**src/rtl/cache_arbiter.sv**
```systemverilog
// Shares one pmem port between I-cache and D-cache: round-robin on ties, strobes rise the cycle after grant.
// Requesters hold level requests until their 1-cycle resp; a granted transfer runs to mem_resp regardless.
module cache_arbiter #(
  parameter int ADDR_WIDTH = 16,
  parameter int LINE_WIDTH = 128,
  parameter int CNT_WIDTH  = 16
) (
  input  logic                  clk,
  input  logic                  reset,
  input  logic                  i_read,
  input  logic                  i_write,
  input  logic [ADDR_WIDTH-1:0] i_address,
  input  logic [LINE_WIDTH-1:0] i_wdata,
  output logic                  i_resp,
  output logic [LINE_WIDTH-1:0] i_rdata,
  input  logic                  d_read,
  input  logic                  d_write,
  input  logic [ADDR_WIDTH-1:0] d_address,
  input  logic [LINE_WIDTH-1:0] d_wdata,
  output logic                  d_resp,
  output logic [LINE_WIDTH-1:0] d_rdata,
  output logic                  mem_read,
  output logic                  mem_write,
  output logic [ADDR_WIDTH-1:0] mem_address,
  output logic [LINE_WIDTH-1:0] mem_wdata,
  input  logic                  mem_resp,
  input  logic [LINE_WIDTH-1:0] mem_rdata,
  output logic                  busy,
  output logic [CNT_WIDTH-1:0]  conflict_count
);

  typedef enum logic [1:0] {
    IDLE    = 2'd0,
    GRANT_I = 2'd1,
    GRANT_D = 2'd2,
    RELEASE = 2'd3
  } state_t;

  typedef struct packed {
    logic                  write;
    logic [ADDR_WIDTH-1:0] addr;
    logic [LINE_WIDTH-1:0] wdata;
  } req_t;

  state_t state;
  state_t state_nxt;
  req_t   lat_req;
  req_t   i_req_dat;
  req_t   d_req_dat;

  logic prio_d;
  logic i_req;
  logic d_req;
  logic granting;
  logic tie;
  logic grant_i;
  logic grant_d;
  logic in_grant;

  assign i_req     = i_read | i_write;
  assign d_req     = d_read | d_write;
  assign granting  = (state == IDLE) || (state == RELEASE);
  assign tie       = granting && i_req && d_req;
  assign grant_i   = granting && i_req && (!d_req || !prio_d);
  assign grant_d   = granting && d_req && (!i_req ||  prio_d);

  // A simultaneous read and write from one cache is carried out as a write.
  assign i_req_dat = {i_write, i_address, i_wdata};
  assign d_req_dat = {d_write, d_address, d_wdata};

  always_ff @(posedge clk or posedge reset) begin
    if (reset) begin
      state <= IDLE;
    end else begin
      state <= state_nxt;
    end
  end

  always_comb begin
    state_nxt = state;
    case (state)
      IDLE, RELEASE: begin
        if (grant_i) begin
          state_nxt = GRANT_I;
        end else if (grant_d) begin
          state_nxt = GRANT_D;
        end else begin
          state_nxt = IDLE;
        end
      end
      GRANT_I, GRANT_D: begin
        if (mem_resp) begin
          state_nxt = RELEASE;
        end
      end
      default: state_nxt = IDLE;
    endcase
  end

  // prio_d set means D wins the next tie; D therefore wins the first tie after reset.
  always_ff @(posedge clk or posedge reset) begin
    if (reset) begin
      lat_req        <= '0;
      prio_d         <= 1'b1;
      conflict_count <= '0;
    end else begin
      if (grant_i) begin
        lat_req <= i_req_dat;
        prio_d  <= 1'b1;
      end else if (grant_d) begin
        lat_req <= d_req_dat;
        prio_d  <= 1'b0;
      end
      if (tie && (conflict_count != {CNT_WIDTH{1'b1}})) begin
        conflict_count <= conflict_count + CNT_WIDTH'(1);
      end
    end
  end

  assign in_grant = (state == GRANT_I) || (state == GRANT_D);

  always_comb begin
    mem_read  = 1'b0;
    mem_write = 1'b0;
    i_resp    = 1'b0;
    d_resp    = 1'b0;
    busy      = (state != IDLE);
    if (in_grant) begin
      mem_read  = !lat_req.write;
      mem_write =  lat_req.write;
    end
    if (state == GRANT_I) begin
      i_resp = mem_resp;
    end
    if (state == GRANT_D) begin
      d_resp = mem_resp;
    end
  end

  assign mem_address = lat_req.addr;
  assign mem_wdata   = lat_req.wdata;
  assign i_rdata     = mem_rdata;
  assign d_rdata     = mem_rdata;

endmodule

```
**config.mk**
```make
export PLATFORM = sky130hd
export DESIGN_NAME = cache_arbiter
export DESIGN_NICKNAME = d
export VERILOG_FILES = /design/src/rtl/cache_arbiter.sv
export SDC_FILE = /design/constraint.sdc
export NUM_CORES = 1
export LEC_CHECK = 0
export ABC_AREA = 1
export BUFFER_PORTS_ARGS = -buffer_cell sky130_fd_sc_hd__buf_4
export CORE_AREA = 2 2 331 333
export DETAILED_ROUTE_END_ITERATION = 10
export DIE_AREA = 0 0 333 335
export PLACE_DENSITY_LB_ADDON = 0.08
export REMOVE_ABC_BUFFERS = 1
export SLEW_MARGIN = 10
export SYNTH_ARGS = -nofsm -noshare
export SYNTH_HDL_FRONTEND = slang
export SYNTH_SLANG_ARGS = --single-unit
```
**constraint.sdc**
```tcl
create_clock -name clk -period 15.1 [get_ports clk]
set_clock_uncertainty 0.2 [all_clocks]
set_input_delay 3.02 -clock clk [delete_from_list [all_inputs] [get_ports clk]]
set_output_delay 3.02 -clock clk [all_outputs]
set_load 0.03 [all_outputs]
```
==> Yosys cells after proc, flatten, opt, wreduce, memory -nomap -nowiden <==
Cells that the tools add are included.
{ "classes": {"n_mux": 12, "eq_ne": 5, "add_sub_neg": 1, "bitwise_logic": 2, "n_reduce_logical": 19} }
{ "op_table": {"columns": ["op", "count"], "rows": [
  ["$mux W145", 2],
  ["$add A16 B1 Y16 const B", 1],
  ["$ne A16 B16 Y1 const B", 1],
  ["$logic_and A1 B1 Y1", 6],
  ["$mux W1", 6],
  ["$mux W2", 3],
  ["$eq A2 B2 Y1 const B", 2],
  ["$logic_not A1 Y1", 4],
  ["$logic_or A1 B1 Y1", 4],
  ["$pmux W2 S2", 1],
  ["$reduce_bool A2 Y1", 2],
  ["$reduce_or A2 Y1", 2],
  ["$eq A2 B1 Y1 const B", 1],
  ["$logic_not A2 Y1", 1],
  ["$ne A2 B2 Y1 const B", 1],
  ["$or A1 B1 Y1", 2]
]} }
{ "word_totals": {"reg_bits": 164, "output_inout_bits": 421, "wordCells": 45} }

==> Depth between registers and ports, before layout <==
{ "logic_depth": {"word_depth": 7, "ltp_mapped": 13, "depth_no_buf": 11} }

==> Worst setup path after synthesis <==
OpenSTA, ideal clock, no wires.
{ "synth_path": {"path_type": "input to output", "start": "input port mem_resp", "end": "output port d_resp", "slack_ns": 8.633, "arrival_ns": 3.247, "stages": 2, "cell_sequence": "nand2_1 inv_1"} }
{ "synth_via": {"elab_chain_cells": 1} }
{ "synth_lines": {"columns": ["element", "line", "text"], "rows": [
  ["start: declaration", "26", "input logic mem_resp,"],
  ["$mux W1", "135", "if (state == GRANT_D) begin"],
  ["end: declaration", "20", "output logic d_resp,"]
]} }
No other way between the ends.

==> Worst setup path in the final report <==
Same ends and word-level chain as after synthesis.

==> summary.md <==
| Metric | Value |
|---|---|
| DRT antenna net count | 0 |
| Number of port buffers | between 400 and 500 |
| Hold Path Class | register to register |
| Max-slew violation count | 0 |
| Largest net degree at the start of global routing | 85 |
| Worst reg2reg setup slack | 11.60 ns |
| Hold Vio Cnt, Final | 0 |
| Slew margin rel. | 33.0% |
| Largest family of logic cells by synthesized area | simple AND/OR/NAND/NOR gates |
| Tcrit/Tclk final | around 44% |
| Critical path class | primary input to output pin |
| Yosys reg bits | ~160 |
| Post-synthesis sequential area ratio | between 30% and 40% |
| Final instance area | between 10,000 and 15,000 sq um |
| Yosys top cell area share | between 30% and 40% |
| Leak | roughly 7.5 nW |
| Cell mode on critical path | buf_4 |
| Synth Area in XOR/XNOR | less than 1% |
| Status | completed |
| Setup-failing EPs final | 0 |
| Least-Margin Pin Slew | between 1 and 1.5 ns |
| Post-layout util | about an eighth |
| Wire length per cell | 30.8 microns |
| Post-CTS Hold Buffers | 0 |
| Core Rows | approximately 120 |
| Max Fclk | 150 MHz |
| PD cells | ~240 nW/um^2 |
| Synth Area in Adders | less than 1% |
| Hold path start | mem_wdata[106]$_DFFE_PP0P_ |
| Avg Cell Area, Syn | between 6 and 7 sq um |
| Crit path launch type | primary input |
| Vias | 10,636 |
| Core box area | between 100,000 and 150,000 sq um |
| RSZ-0062 raised after global routing | no |
| Layout cells sized above 1 | 29.8% |
| Reg-to-Reg End | mem_wdata[100]$_DFFE_PP0P_ |
| H-tree Lvls | 4 |
| Die width | approximately 330 microns |
| Most frequent cells in the layout | 933 x nand2_1, 468 x buf_4, 163 x dfrtp_1, 31 x inv_1, 22 x nor2_1 |
| Setup tns final | 0 ns |
| Fin crit period | 6.65 ns |
| Yosys warns | 0 |
| Post-synthesis simple-gate area fraction | between 30 and 40% |
| GPL Wtd Cong | 0.901 |
| Post_cts resized | 0 |
| CTS root buf | clkbuf_16 |
| Starting Density | approximately a tenth |
| Detailed placer's ending HPWL | ~78 mm |
| Vias/cell | between 3 and 4 |
| CP cell instances | buf_4, nand2_1, inv_1, buf_4 |
| Commonest non-fill, non-tap cell in the layout | nand2_1 |
| Clk buf depth | 2 |
| Drt first-iter violations | 743 |
| FF-to-FF Start | state[0]$_DFFE_PP0P_ |
| Met3 usage | between 20% and 30% |
| Num ports | ~840 |
| Met1 usage | roughly 16% |
| Final #Nets | between 2,000 and 2,500 |
| CP required | roughly 12 ns |
| Max Cap Violations | 0 |
| Top post-synthesis cells by area | dfrtp_1 35%, nand2_1 30%, buf_4 26%, buf_2 2.1%, inv_1 1.0% |
| CP peak stage delay | roughly 0.16 ns |
| Hold EP | mem_wdata[106]$_DFFE_PP0P_ |
| Die H | approximately 340 microns |
| Clock transition at path regs | ~0.07 ns |
| Number of global-route vias before repair | 10,591 |
| Initial antenna violation count | 4 |
| Crit-path slowest cell | buf_4 |
| All-layer global routing usage | between 10% and 20% |
| Dpl cell area | 13,500 sq um |
| Arr. time, crit path | between 3 and 4 ns |
| WHS Path Cells | 2 |
| Post-CTS setup buffer count | 0 |
| Mapped Area | ~12,000 sq um |
| Synth cell types | 21 |
| Num Clock Sinks | approximately 160 |
| Area growth from synthesis to layout | 21.7% |
| Synth area leader | dfrtp_1 |
| Total wire length | between 90 and 100 mm |
| First-pass GRT wire length | ~120 mm |
| VDD IR max | 0.000102 V |
| CTS buffer count | 17 |
| GR peak layer | met2 |
| CTS tree | built |
| DRC errors left | 0 |
| CP endpoint kind | output pin |
| Compound-cell area share of the yosys netlist | less than 1% |
| Global route overflow | 0 |
| Synth Instances | between 1,500 and 2,000 |
| Multiplexer share of the synthesized area | 0% |
| Die area | 112,000 sq um |
| DRT Pass-1 Iters | 5 |
| Met2 usage | ~22% |
| Critical Path Fanout Max | 3 |
| Clock latency on the worst-skew pair | between 0.4 and 0.5 ns |
| R2R cell count | 11 |
[flip-flops by register name, indices dropped and copies added (netlist names)]
signal,cells
mem_address,16
prio_d,1
state,2
lat_req,1
conflict_count,16
mem_wdata,128
[logic make-up (layout without fill, tap and decap cells)]
kind of cell / Yosys count / in the layout
buffers and inverters: 500 / 537
other: 0 / 1
xor gates and xnor gates: 5 / 5
and+or+nand+nor: 984 / 984
AOI/OAI and AO/OA: 8 / 8
DFF: 164 / 164
adders and majority gates: 4 / 4
[synthesized netlist by cell type]
cell type	n
nand4_1	7
dfrtp_1	163
dfstp_2	1
nand3b_1	2
nor2_1	22
xor2_1	2
a22oi_1	2
buf_2	48
nor2_2	1
buf_4	407
ha_1	4
xnor2_1	3
nand2_1	933
o21ai_0	6
inv_2	4
nand3_1	13
inv_4	1
nand2_4	3
inv_1	32
nand2_2	3
buf_6	8
[worst max-delay path by stage]
stage	start	end	slack (ns)	cells past startpoint
6_report	mem_resp	d_resp	8.45	4
2_1_floorplan	reset	conflict_count[0]$_DFFE_PP0P_	7.45	1
3_5_place_dp	mem_resp	d_resp	8.44	4
5_1_grt	mem_resp	d_resp	8.41	4
4_1_cts	mem_resp	d_resp	8.44	4
3_3_place_gp	mem_resp	i_resp	8.43	4
[per-layer routing]
| layer | vias to the layer above | share of wire [%] | wire length (microns) |
|---|---|---|---|
| met5 | - | 2.1 | 1990 |
| met4 | 34 | 1.2 | 1170 |
| met3 | 80 | 26 | 24600 |
| met2 | 1070 | 38 | 36400 |
| met1 | 4827 | 33 | 31900 |
| li1 | 4625 | - | - |
[critical path: cells and delay by family]
kind / cells / cell delay, ns
buffers and inverters: 3 / 0.33
AND/OR/NAND/NOR: 1 / 0.07
[area by class of cell]
class                      count  area, sq um
timing repair buffer         468         3510
multi-input combinational   1001         3930
clock buffer                  24          462
tap                         1414         1770
fill                       12675        94100
inverter                      37          156
sequential                   164         4110
antenna                        1         2.50
clock inverter                 8          101
[report_power, final]
part / switching (W) / internal, W
Combinational: 0.00155 / 0.000617
Clock: 0.000222 / 0.000248
Sequential: 0.000118 / 0.000660
[metrics by stage]
stage	hold slack [ns]	power, W	setup slack (ns)	cells
2_1_floorplan	0.275	0.00203	7.45	1202
3_3_place_gp	0.264	0.00302	8.43	3084
3_5_place_dp	0.266	0.00303	8.44	3084
4_1_cts	0.286	0.00353	8.44	3116
5_1_grt	0.301	0.00374	8.41	3116
6_report	0.280	0.00341	8.45	3117
Power figures use the tool's default switching activity.
